==> src/rtl/prefetch_pkg.sv <==
// Shared constants and pointer helper for the instruction prefetch queue.
package prefetch_pkg;

  // Legal bus widths, in bytes per fetch
  localparam int BUS8  = 1;
  localparam int BUS16 = 2;

  // Default queue depths for the two CPU flavours
  localparam int DEPTH_8088 = 4;
  localparam int DEPTH_8086 = 6;

  // Advance a circular pointer by 'step' slots. The wrap is an explicit
  // compare against depth-1, so depth need not be a power of two.
  function automatic int ptr_inc(input int ptr, input int step, input int depth);
    int p;
    p = ptr;
    for (int i = 0; i < step; i++) begin
      if (p == depth - 1) p = 0;
      else                p = p + 1;
    end
    return p;
  endfunction

endpackage

==> src/rtl/prefetch_ram.sv <==
// DEPTH x 8 register file: two write ports, one asynchronous read port.
// Contents are intentionally not reset.
module prefetch_ram #(
  parameter int DEPTH = 4,
  parameter int PTR_W = $clog2(DEPTH)
) (
  input  logic             CLK,
  input  logic             we0,
  input  logic [PTR_W-1:0] wa0,
  input  logic [7:0]       wd0,
  input  logic             we1,
  input  logic [PTR_W-1:0] wa1,
  input  logic [7:0]       wd1,
  input  logic [PTR_W-1:0] ra,
  output logic [7:0]       rdata
);

  logic [7:0] mem [DEPTH];

  // Both write ports may fire together; control guarantees distinct addresses.
  always_ff @(posedge CLK) begin
    if (we0) mem[wa0] <= wd0;
    if (we1) mem[wa1] <= wd1;
  end

  assign rdata = mem[ra];

endmodule

==> src/rtl/prefetch_queue.sv <==
// Instruction prefetch queue between the bus interface and the execution
// unit. BIU pushes 1 or 2 bytes per fetch, EU pops one byte from the head.
module prefetch_queue
  import prefetch_pkg::*;
#(
  parameter int BUS_BYTES = BUS8,
  parameter int DEPTH     = DEPTH_8088,
  parameter int CNT_W     = $clog2(DEPTH + 1)
) (
  input  logic                   CLK,
  input  logic                   RESET,
  input  logic                   flush,
  input  logic                   wrValid,
  input  logic [8*BUS_BYTES-1:0] wrData,
  input  logic                   wrOdd,
  input  logic                   advanceTop,
  output logic [7:0]             prefetchTop,
  output logic                   prefetchEmpty,
  output logic                   prefetchFull,
  output logic [CNT_W-1:0]       queueCount,
  output logic                   overflow
);

  localparam int PTR_W = (DEPTH > 1) ? $clog2(DEPTH) : 1;

  logic [PTR_W-1:0] rd, wr, wr_p1;
  logic [CNT_W-1:0] cnt, cnt_nxt;
  logic [1:0]       push_n;
  logic             odd, pop, accept, wr_en;
  logic [7:0]       lo_byte, hi_byte;

  // An odd-address fetch only exists on the 16-bit bus.
  assign odd     = (BUS_BYTES == BUS16) ? wrOdd : 1'b0;
  assign lo_byte = wrData[7:0];
  assign hi_byte = wrData[8*BUS_BYTES-1 -: 8];

  // Push size, pop qualification, space check and next count.
  always_comb begin
    push_n  = (BUS_BYTES == BUS16 && !odd) ? 2'd2 : 2'd1;
    pop     = advanceTop && (cnt != '0);
    // Space check credits the same-cycle pop so a full queue can stream.
    accept  = wrValid && ((int'(cnt) + int'(push_n) - int'(pop)) <= DEPTH);
    wr_en   = accept && !flush && !RESET;
    wr_p1   = PTR_W'(ptr_inc(int'(wr), 1, DEPTH));
    cnt_nxt = cnt + (accept ? CNT_W'(push_n) : '0) - CNT_W'(pop);
  end

  prefetch_ram #(.DEPTH(DEPTH), .PTR_W(PTR_W)) u_ram (
    .CLK   (CLK),
    .we0   (wr_en),
    .wa0   (wr),
    .wd0   (odd ? hi_byte : lo_byte),
    .we1   (wr_en && (push_n == 2'd2)),
    .wa1   (wr_p1),
    .wd1   (hi_byte),
    .ra    (rd),
    .rdata (prefetchTop)
  );

  // Pointer/count/overflow state; reset beats flush, flush beats push/pop.
  always_ff @(posedge CLK) begin
    if (RESET) begin
      rd       <= '0;
      wr       <= '0;
      cnt      <= '0;
      overflow <= 1'b0;
    end else if (flush) begin
      rd  <= '0;
      wr  <= '0;
      cnt <= '0;
    end else begin
      if (accept)             wr       <= PTR_W'(ptr_inc(int'(wr), int'(push_n), DEPTH));
      if (pop)                rd       <= PTR_W'(ptr_inc(int'(rd), 1, DEPTH));
      if (wrValid && !accept) overflow <= 1'b1;
      cnt <= cnt_nxt;
    end
  end

  // Status is decoded from the registered count only.
  assign queueCount    = cnt;
  assign prefetchEmpty = (cnt == '0);
  assign prefetchFull  = int'(cnt) > (DEPTH - BUS_BYTES);

endmodule
==> config.mk <==
export PLATFORM = sky130hd
export DESIGN_NAME = prefetch_queue
export DESIGN_NICKNAME = d
export VERILOG_FILES = /design/src/rtl/prefetch_pkg.sv /design/src/rtl/prefetch_ram.sv /design/src/rtl/prefetch_queue.sv
export SDC_FILE = /design/constraint.sdc
export NUM_CORES = 1
export LEC_CHECK = 0
export CORE_MARGIN = 3
export CORE_UTILIZATION = 50
export DETAILED_ROUTE_END_ITERATION = 10
export MAX_ROUTING_LAYER = met4
export PLACE_DENSITY = 0.75
export SYNTH_ARGS = -nofsm -noshare
export SYNTH_HDL_FRONTEND = slang
export SYNTH_SLANG_ARGS = --single-unit
==> constraint.sdc <==
create_clock -name CLK -period 5.3 [get_ports CLK]
set_input_delay 0.53 -clock CLK [delete_from_list [all_inputs] [get_ports CLK]]
set_output_delay 0.53 -clock CLK [all_outputs]
set_load 0.03 [all_outputs]
# Word level (Yosys, flattened, before mapping)
# Memories as Yosys holds them, arrays and structs flattened. A register that Yosys moved wholly into a read port is not among the register bits.
# Index checks and enable logic that the tools add are counted.
# op_classes
addsub,6
magnitude_cmp,2
n_eq_ne,2
mux,7
bitwise_logic,1
reduce_logical,12
# ops
cell,count
2-bit two-way mux,4
5-bit by 4-bit less-or-equal comparator with 1-bit output (second input constant),1
1-bit logical AND,5
4-bit by 1-bit subtractor with 5-bit output,1
2-bit by 1-bit adder with 2-bit output (second input constant),2
3-bit by 1-bit adder with 4-bit output (second input constant),1
2-bit by 1-bit == test with 1-bit output (second input constant),2
3-bit by 1-bit adder with 3-bit output,1
3-bit by 2-bit > comparator with 1-bit output (second input constant),1
1-bit logical NOT,3
3-bit logical NOT,1
1-bit two-way mux,3
3-bit nonzero test,1
3-bit by 1-bit subtractor with 3-bit output,1
2-bit AND reduction,1
2-bit OR reduction,1
1-bit inverter,1
# totals
regBits,8
mem_bits_rw,32
in_bits,14
out_inout_bits,14
elab_cells,35
n_memories,1
# mem_list
memory,depth,width,read_ports,rd_ports_with_merged_regs,write_ports,line_no,source
u_ram.mem,4,8,1,1,1,prefetch_ram.sv:18,logic [7:0] mem [DEPTH];

# Logic depth before layout (Yosys ltp)
# Gate-level depths: netlist (run 1).
# depth
depth_word,9
mapped_depth,14

# Modules after synthesis
# A second synthesis (run 1) with hierarchy kept.
# hier_totals
cells_unflattened,137
hier_area_um2,2083.2
# modules_own_cells
module,instances,cells_per_inst,area_per_inst_um2
prefetch_ram,1,85,1597.8
prefetch_queue,1,52,485.5

# Worst setup path after synthesis (run 1)
# No wires, ideal clock.
# synth_timing
path_type,register -> register
start,register cnt[1] (netlist: queueCount[1])
end,register cnt[2] (netlist: queueCount[2])
setup_ns,0.078
t_arrival_ns,2.967
slack_ns,2.256
path_stages_with_launch,15
path_cell_list,dfxtp_1 > o31ai_4 > ha_1 > ha_1 > ha_1 > nor3b_2 > o21a_2 > inv_1 > ha_1 > inv_1 > ha_1 > inv_1 > fa_1 > xor2_1 > nor3_1
# synth_via
elab_chain_len,8
# synth_rtl
item,line_no,source
from (decl),prefetch_queue.sv:27,"logic [CNT_W-1:0] cnt, cnt_nxt;"
from (signal assigned),prefetch_queue.sv:75,cnt <= cnt_nxt;
"parallel branches: the longest is 7 deep, another holds 4-bit by 1-bit subtractor with 5-bit output",n/a,
3-bit by 1-bit subtractor with 3-bit output (*),prefetch_queue.sv:45,cnt_nxt = cnt + (accept ? CNT_W'(push_n) : '0) - CNT_W'(pop);
# Every way passes the cells marked *.
# A chain may end at the register's enable or synchronous reset.

# Worst setup path after layout (run 1)
# layout_timing
start,input advanceTop
end,register cnt[2] (netlist: queueCount[2])
# layout_via
elab_chain_len,7
# layout_rtl
item,line_no,source
from (decl),prefetch_queue.sv:16,"input logic advanceTop,"
1-bit logical AND (*),prefetch_queue.sv:40,pop = advanceTop && (cnt != '0);
4-bit by 1-bit subtractor with 5-bit output,prefetch_queue.sv:42,accept = wrValid && ((int'(cnt) + int'(push_n) - int'(pop)) <= DEPTH);
5-bit by 4-bit less-or-equal comparator with 1-bit output,prefetch_queue.sv:42,
1-bit logical AND,prefetch_queue.sv:42,
1-bit two-way mux,prefetch_queue.sv:45,
3-bit by 1-bit adder with 3-bit output,prefetch_queue.sv:45,
3-bit by 1-bit subtractor with 3-bit output (*),prefetch_queue.sv:45,
# Mark *: on every way between the ends. The rest lies on a longest branch, timed or not.

==> qor.yml, run 1 <==
max_cap_violations: 0
fin_area_um2: 2092
worst-path-buf-inv: 4
fp.dieW_um: 65.19
overflow: 0
grt_pass1_vias: 966
r2r_start: "queueCount[1]"
cpPeakStageDelay_ns: 0.50
worst-r2r-cell-count: 14
synth_warnings: 0
cts_buffers: 5
rows: 20
startpoint_type: "primary input"
clk_path_buf_depth: 2
grt_start_max_net_pins: 15
setup_ws_ns: 2.084
grt.busiest_layer: "met2"
yosys_register_bits: 42
vdd.ir_drop.worst_mv: 0.1873
ant_nets: 0
clk_pin_slew_worst_paths_ns: 0.12
skew_ns: 0.01061
grt_usage: 0.1585
area_delta_synth_final_pct: 19.43
relSlewSlack: 0.6362
io_pins: 28
io_buffers: 26
status: "complete, no violations"
holdPathStages: 2
use_met1: 0.1970
crit_required_ns: 5.58
rsz0062_at_grt: "no"
postCtsHoldBufs: 0
min_to: "overflow"
clkSinkCount: 42
via_count: 940
clk_latency_ns: 0.34
ys_seq_area_frac: 0.6629
crit_slowest_cell: "clkdlybuf4s50_1"
antennaDiodeCount: 0
vias_per_cell: 5.222
final_cell_mix: "edfxtp_1 (32), clkdlybuf4s50_1 (26), ha_1 (11)"
num-nets-final: 161
cts-root-buf: "clkbuf_4"
cts_tree: "built"
core-area_um2: 3203
routedWlPerCell_um: 15.43
drcViolationCount: 0
initial_utilization: 0.5469
wl_mm: 2.778
drive_gt1_frac: 0.1250
post_cts_resize_count: 0
final_common_cell: "edfxtp_1"
met2_usage: 0.2465
cpLargestDelayFamily: "adder cells"
antenna_found_initial: 0
die_h_um: 65.19
cts_setup_buffers: 0
cp_max_fo: 7
power.density_nw_per_um2: 277.3
critPathKind: "in -> reg"
fin_crit_ns: 3.216
avgSynthCellArea_um2: 16.68
syn_area_um2: 1752
design_power_total_uw: 580.2
r2r_end: "queueCount[2]"
setup-tns-final_ns: 0
setup_viol_count_final: 0
place_area_um2: 2043
hold_slack_ns: 0.4911
syn_nets: 131
postSynthCellCount: 105
clock.fmax_mhz: 310.9
worstPathArrival_ns: 3.49
period_share: 0.6068
min-delay-start: "overflow"
path_common_cell: "ha_1"
cp-end-kind: "register"
tightest_slew_ns: 0.5450
r2r_slack_ns: 2.15
grt_first_pass_wirelength_mm: 4.733
slew_violations: 0
hold_violations: 0
first_iter_violations: 24
min_path_type: "reg -> reg"
synthDistinctLibCells: 24
firstDrtPassIters: 5
post-place-ws_ns: 1.697
gp_congestion: 0.7551
die_area_um2: 4250
path_cells: "clkdlybuf4s50_1 > o31ai_4 > ha_1 > ha_1 > ha_1 > nor3b_2 > o21a_2 > inv_1 > ha_1 > inv_1 > ha_1 > inv_1 > fa_1 > xor2_1 > nor3_1"
htreeDepth: 2
grt_util_met3: 0.05128
leakage_uw: 0.0007281
area by class of cell:
| type | instances | area, um^2 |
|---|---|---|
| clock buffers | 8 | 48.80 |
| fillers | 263 | 1111 |
| inverters | 8 | 30.03 |
| multi-input cells | 52 | 536.8 |
| flip-flops and latches | 42 | 1161 |
| well taps | 44 | 55.05 |
| repair buffers | 26 | 260.3 |
sequential cells by signal, summed over array words and instances, names as in the netlist, named ones only:
register,flops
queueCount,3
u_ram.mem,32
wr,2
overflow,1
rd,2
per-layer routing:
| metal | vias to the layer above | share of wire |
|---|---|---|
| li1 | 458 | - |
| met1 | 460 | 0.43 |
| met2 | 15 | 0.51 |
| met3 | 7 | 0.040 |
| met4 | 0 | 0.015 |
| met5 | - | 0 |
synthesized netlist by cell type, drive strengths merged:
master / number / area, um^2
nor2: 4 / 17.52
and2: 1 / 6.260
and3: 4 / 25.02
nor3b: 1 / 12.51
fa: 1 / 20.02
edfxtp: 32 / 960.9
ha: 11 / 137.6
mux2i: 1 / 10.01
o21a: 1 / 8.760
inv: 8 / 30.03
nor3: 3 / 15.01
o21ai: 4 / 20.02
xor2: 1 / 8.760
nand2: 7 / 26.28
clkbuf: 1 / 5.000
buf: 2 / 18.77
o31ai: 1 / 21.27
mux4: 8 / 180.2
o2111ai: 1 / 8.760
dfxtp: 10 / 200.2
nand3: 2 / 10.01
o32ai: 1 / 8.760
kinds of logic (layout without fill, tap and decap cells):
kind of cell | Yosys count | after routing | synth area share
flip-flops | 42 | 42 | 0.6629
AND/OR/NAND/NOR | 22 | 22 | 0.06429
adder cells (fa/ha/maj) | 12 | 12 | 0.09000
buffers and inverters | 11 | 42 | 0.03071
multiplexers | 9 | 9 | 0.1086
AO/OA/AOI/OAI | 8 | 8 | 0.03857
XOR/XNOR | 1 | 1 | 0.005001
metrics by stage:
step | cells | util
final | 180 | 0.6531
after global routing | 180 | 0.6531
after CTS | 180 | 0.6531
after detailed placement | 172 | 0.6379
after global placement | 172 | 0.6379
after floorplan | 105 | -
worst max-delay path by stage:
| stage | start | end | slack [ns] | cells after the start |
|---|---|---|---|---|
| 6_report | advanceTop | queueCount[2] | 2.08 | 15 |
| 5_1_grt | advanceTop | queueCount[2] | 1.89 | 15 |
| 2_1_floorplan | queueCount[1] | queueCount[2] | 2.26 | 14 |
| 4_1_cts | advanceTop | queueCount[2] | 2.07 | 15 |
| 3_3_place_gp | advanceTop | queueCount[2] | 1.75 | 15 |
| 3_5_place_dp | advanceTop | queueCount[2] | 1.70 | 15 |
worst reg2reg max path, cell delays in order, from the launching register on:
cell and delay [ns]:
dfxtp_1 0.43, o31ai_4 0.39, ha_1 0.22, ha_1 0.15, ha_1 0.23, nor2_1 0.22, o21a_2 0.25, inv_1 0.06
ha_1 0.26, inv_1 0.05, ha_1 0.12, inv_1 0.05, fa_1 0.37, xor2_1 0.17, nor3_1 0.12
report_power, final:
group / total [uW] / leakage, uW / internal, uW / switching [uW]
Sequential: 366 / 0.000370 / 359 / 6.65
Combinational: 67.8 / 0.000331 / 32.9 / 34.9
Clock: 146 / 0.0000265 / 53.0 / 93.4
No activity file was read; power rests on OpenSTA's default activity.
==> run 2: changes to the inputs <==
CORE_UTILIZATION = 47   (was 50)
PLACE_DENSITY = 0.74   (was 0.75)
clock period = 2.89 ns   (was 5.3 ns; I/O delays follow)
==> run 2 against run 1 <==
Sequential power rose by 83%. Clock skew shrank 0.0060 ns. Worst hold slack lost 0.0098 ns. Largest power group unchanged. Highest routed layer unchanged.
==> qor.yml, run 2 (synthesized netlist as in run 1, its figures left out) <==
wl_mm: 2.800
cts-root-buf: "clkbuf_8"
startpoint_type: "register"
grt_first_pass_wirelength_mm: 4.802
grt_pass1_vias: 998
cp_max_fo: 5
r2r_slack_ns: 0.09
final_common_cell: "edfxtp_1"
final_cell_mix: "edfxtp_1 (32), clkdlybuf4s50_1 (25), mux4_2 (8), buf_4 (8)"
core-area_um2: 3468
cpPeakStageDelay_ns: 0.37
largest_reg_flops: 32
hold_slack_ns: 0.4813
cpLargestDelayFamily: "adder cells"
crit_path_start: "queueCount[2]"
die_area_um2: 4496
path_cells: "o31ai_4 > ha_2 > ha_4 > ha_4 > nor3b_4 > o21a_2 > inv_2 > ha_4 > inv_2 > ha_4 > inv_2 > fa_2 > xor2_1 > nor3_1"
firstDrtPassIters: 4
vias_per_cell: 5.098
num-nets-final: 173
worst-r2r-cell-count: 14
regMostFlops: "u_ram.mem"
clk_latency_ns: 0.28
setup-tns-final_ns: 0
area_delta_synth_final_pct: 35.29
clk_pin_slew_worst_paths_ns: 0.07
tightest_slew_ns: 0.5411
hold_violations: 0
power.density_nw_per_um2: 531.7
fin_cells: 194
max_cap_violations: 0
min_path_type: "reg -> reg"
rsz0062_at_grt: "yes"
seqCellArea_um2: 1172
fillCellCount: 243
cts_tree: "built"
vdd.ir_drop.worst_mv: 0.2948
grt_usage: 0.1549
dpl.cell_count: 182
grt_start_max_net_pins: 15
crit_slowest_cell: "dfxtp_4"
holdPathStages: 2
worst-path-buf-inv: 3
r2r_start: "queueCount[2]"
clock.fmax_mhz: 357.5
clkSinkCount: 42
design_power_total_uw: 1260
skew_ns: 0.004645
critPathKind: "reg -> reg"
setup_viol_count_final: 0
leakage_uw: 0.0008326
relSlewSlack: 0.6388
routedWlPerCell_um: 14.43
period_share: 0.9679
via_count: 989
io_buffers: 26
fin_crit_ns: 2.797
cp.depth: 14
crit_required_ns: 3.09
cts_buffers: 5
post-place-ws_ns: -0.2664
io_pins: 28
min-delay-start: "overflow"
antenna_found_initial: 0
postCtsHoldBufs: 0
cp-end-kind: "register"
gp_congestion: 0.7458
drive_gt1_frac: 0.2973
drcViolationCount: 0
die_h_um: 67.05
ant_nets: 0
slew_violations: 0
antennaDiodeCount: 0
r2r_end: "queueCount[2]"
htreeDepth: 2
fp.dieW_um: 67.05
setup_ws_ns: 0.09264
worstPathArrival_ns: 2.99
dp_hpwl_mm: 1.947
min_to: "overflow"
path_common_cell: "ha_4"
status: "complete, no violations"
clk_path_buf_depth: 2
overflow: 0
first_iter_violations: 31
initial_utilization: 0.5051
multi_input_area_um2: 598.1
rows: 21
run 2: cell types whose count changed in the layout (fill, tap and decap cells not counted), sizes merged:
cell	previous run	this run
clkbuf	8	5
clkdlybuf4s50	26	25
clkinv	0	2
buf	0	12
dlymetal6s2s	0	1
bufinv	0	1
run 2: through the flow:
step | instance area [um^2] | utilization
floorplan | 1755 | -
global placement | 2160 | 0.6227
detailed placement | 2160 | 0.6227
CTS | 2268 | 0.6540
global route | 2370 | 0.6833
finish | 2370 | 0.6833
run 2: power breakdown:
part	switching, uW	leakage [uW]	internal [uW]
Clock	181	0.0000579	254
Combinational	74.2	0.000402	80.1
Sequential	12.1	0.000372	659
run 2: worst min-delay path, cell delays in order (launching register included):
cell     delay (ns)
dfxtp_1        0.32
inv_1          0.06
o32ai_1        0.06
run 2: layout make-up:
type / count / share of cell area
clock buffer: 5 / 0.02904
clock inverter: 3 / 0.01690
inverter: 8 / 0.01267
multi-input combinational: 52 / 0.2524
sequential: 42 / 0.4947
tap: 46 / 0.02429
timing repair buffer: 38 / 0.1700
run 2: worst max path at each step:
stage | end | slack [ns]
2_1_floorplan | queueCount[2] | 0.03
3_3_place_gp | queueCount[2] | -0.23
3_5_place_dp | queueCount[2] | -0.27
4_1_cts | queueCount[2] | 0.03
5_1_grt | queueCount[2] | -0.04
6_report | queueCount[2] | 0.09
run 2: timing repair:
item	CTS	global route
endpoints found under the setup margin	0	2
setup buffers	0	4
gates resized for setup	0	16
run 2: routing by layer:
| layer | GRT usage | share of wire | vias up |
|---|---|---|---|
| met1 | 0.1830 | 0.43 | 485 |
| met3 | 0.03541 | 0.038 | 5 |
| met4 | 0.07595 | 0.020 | 0 |
| li1 | - | - | 481 |
| met5 | - | 0 | - |
| met2 | 0.2491 | 0.51 | 18 |
==> run 3: changes to the inputs <==
HOLD_SLACK_MARGIN = 0.12   (was unset)
==> results of run 3 <==
Final layout, timing and power as in run 2 (identical DEF).
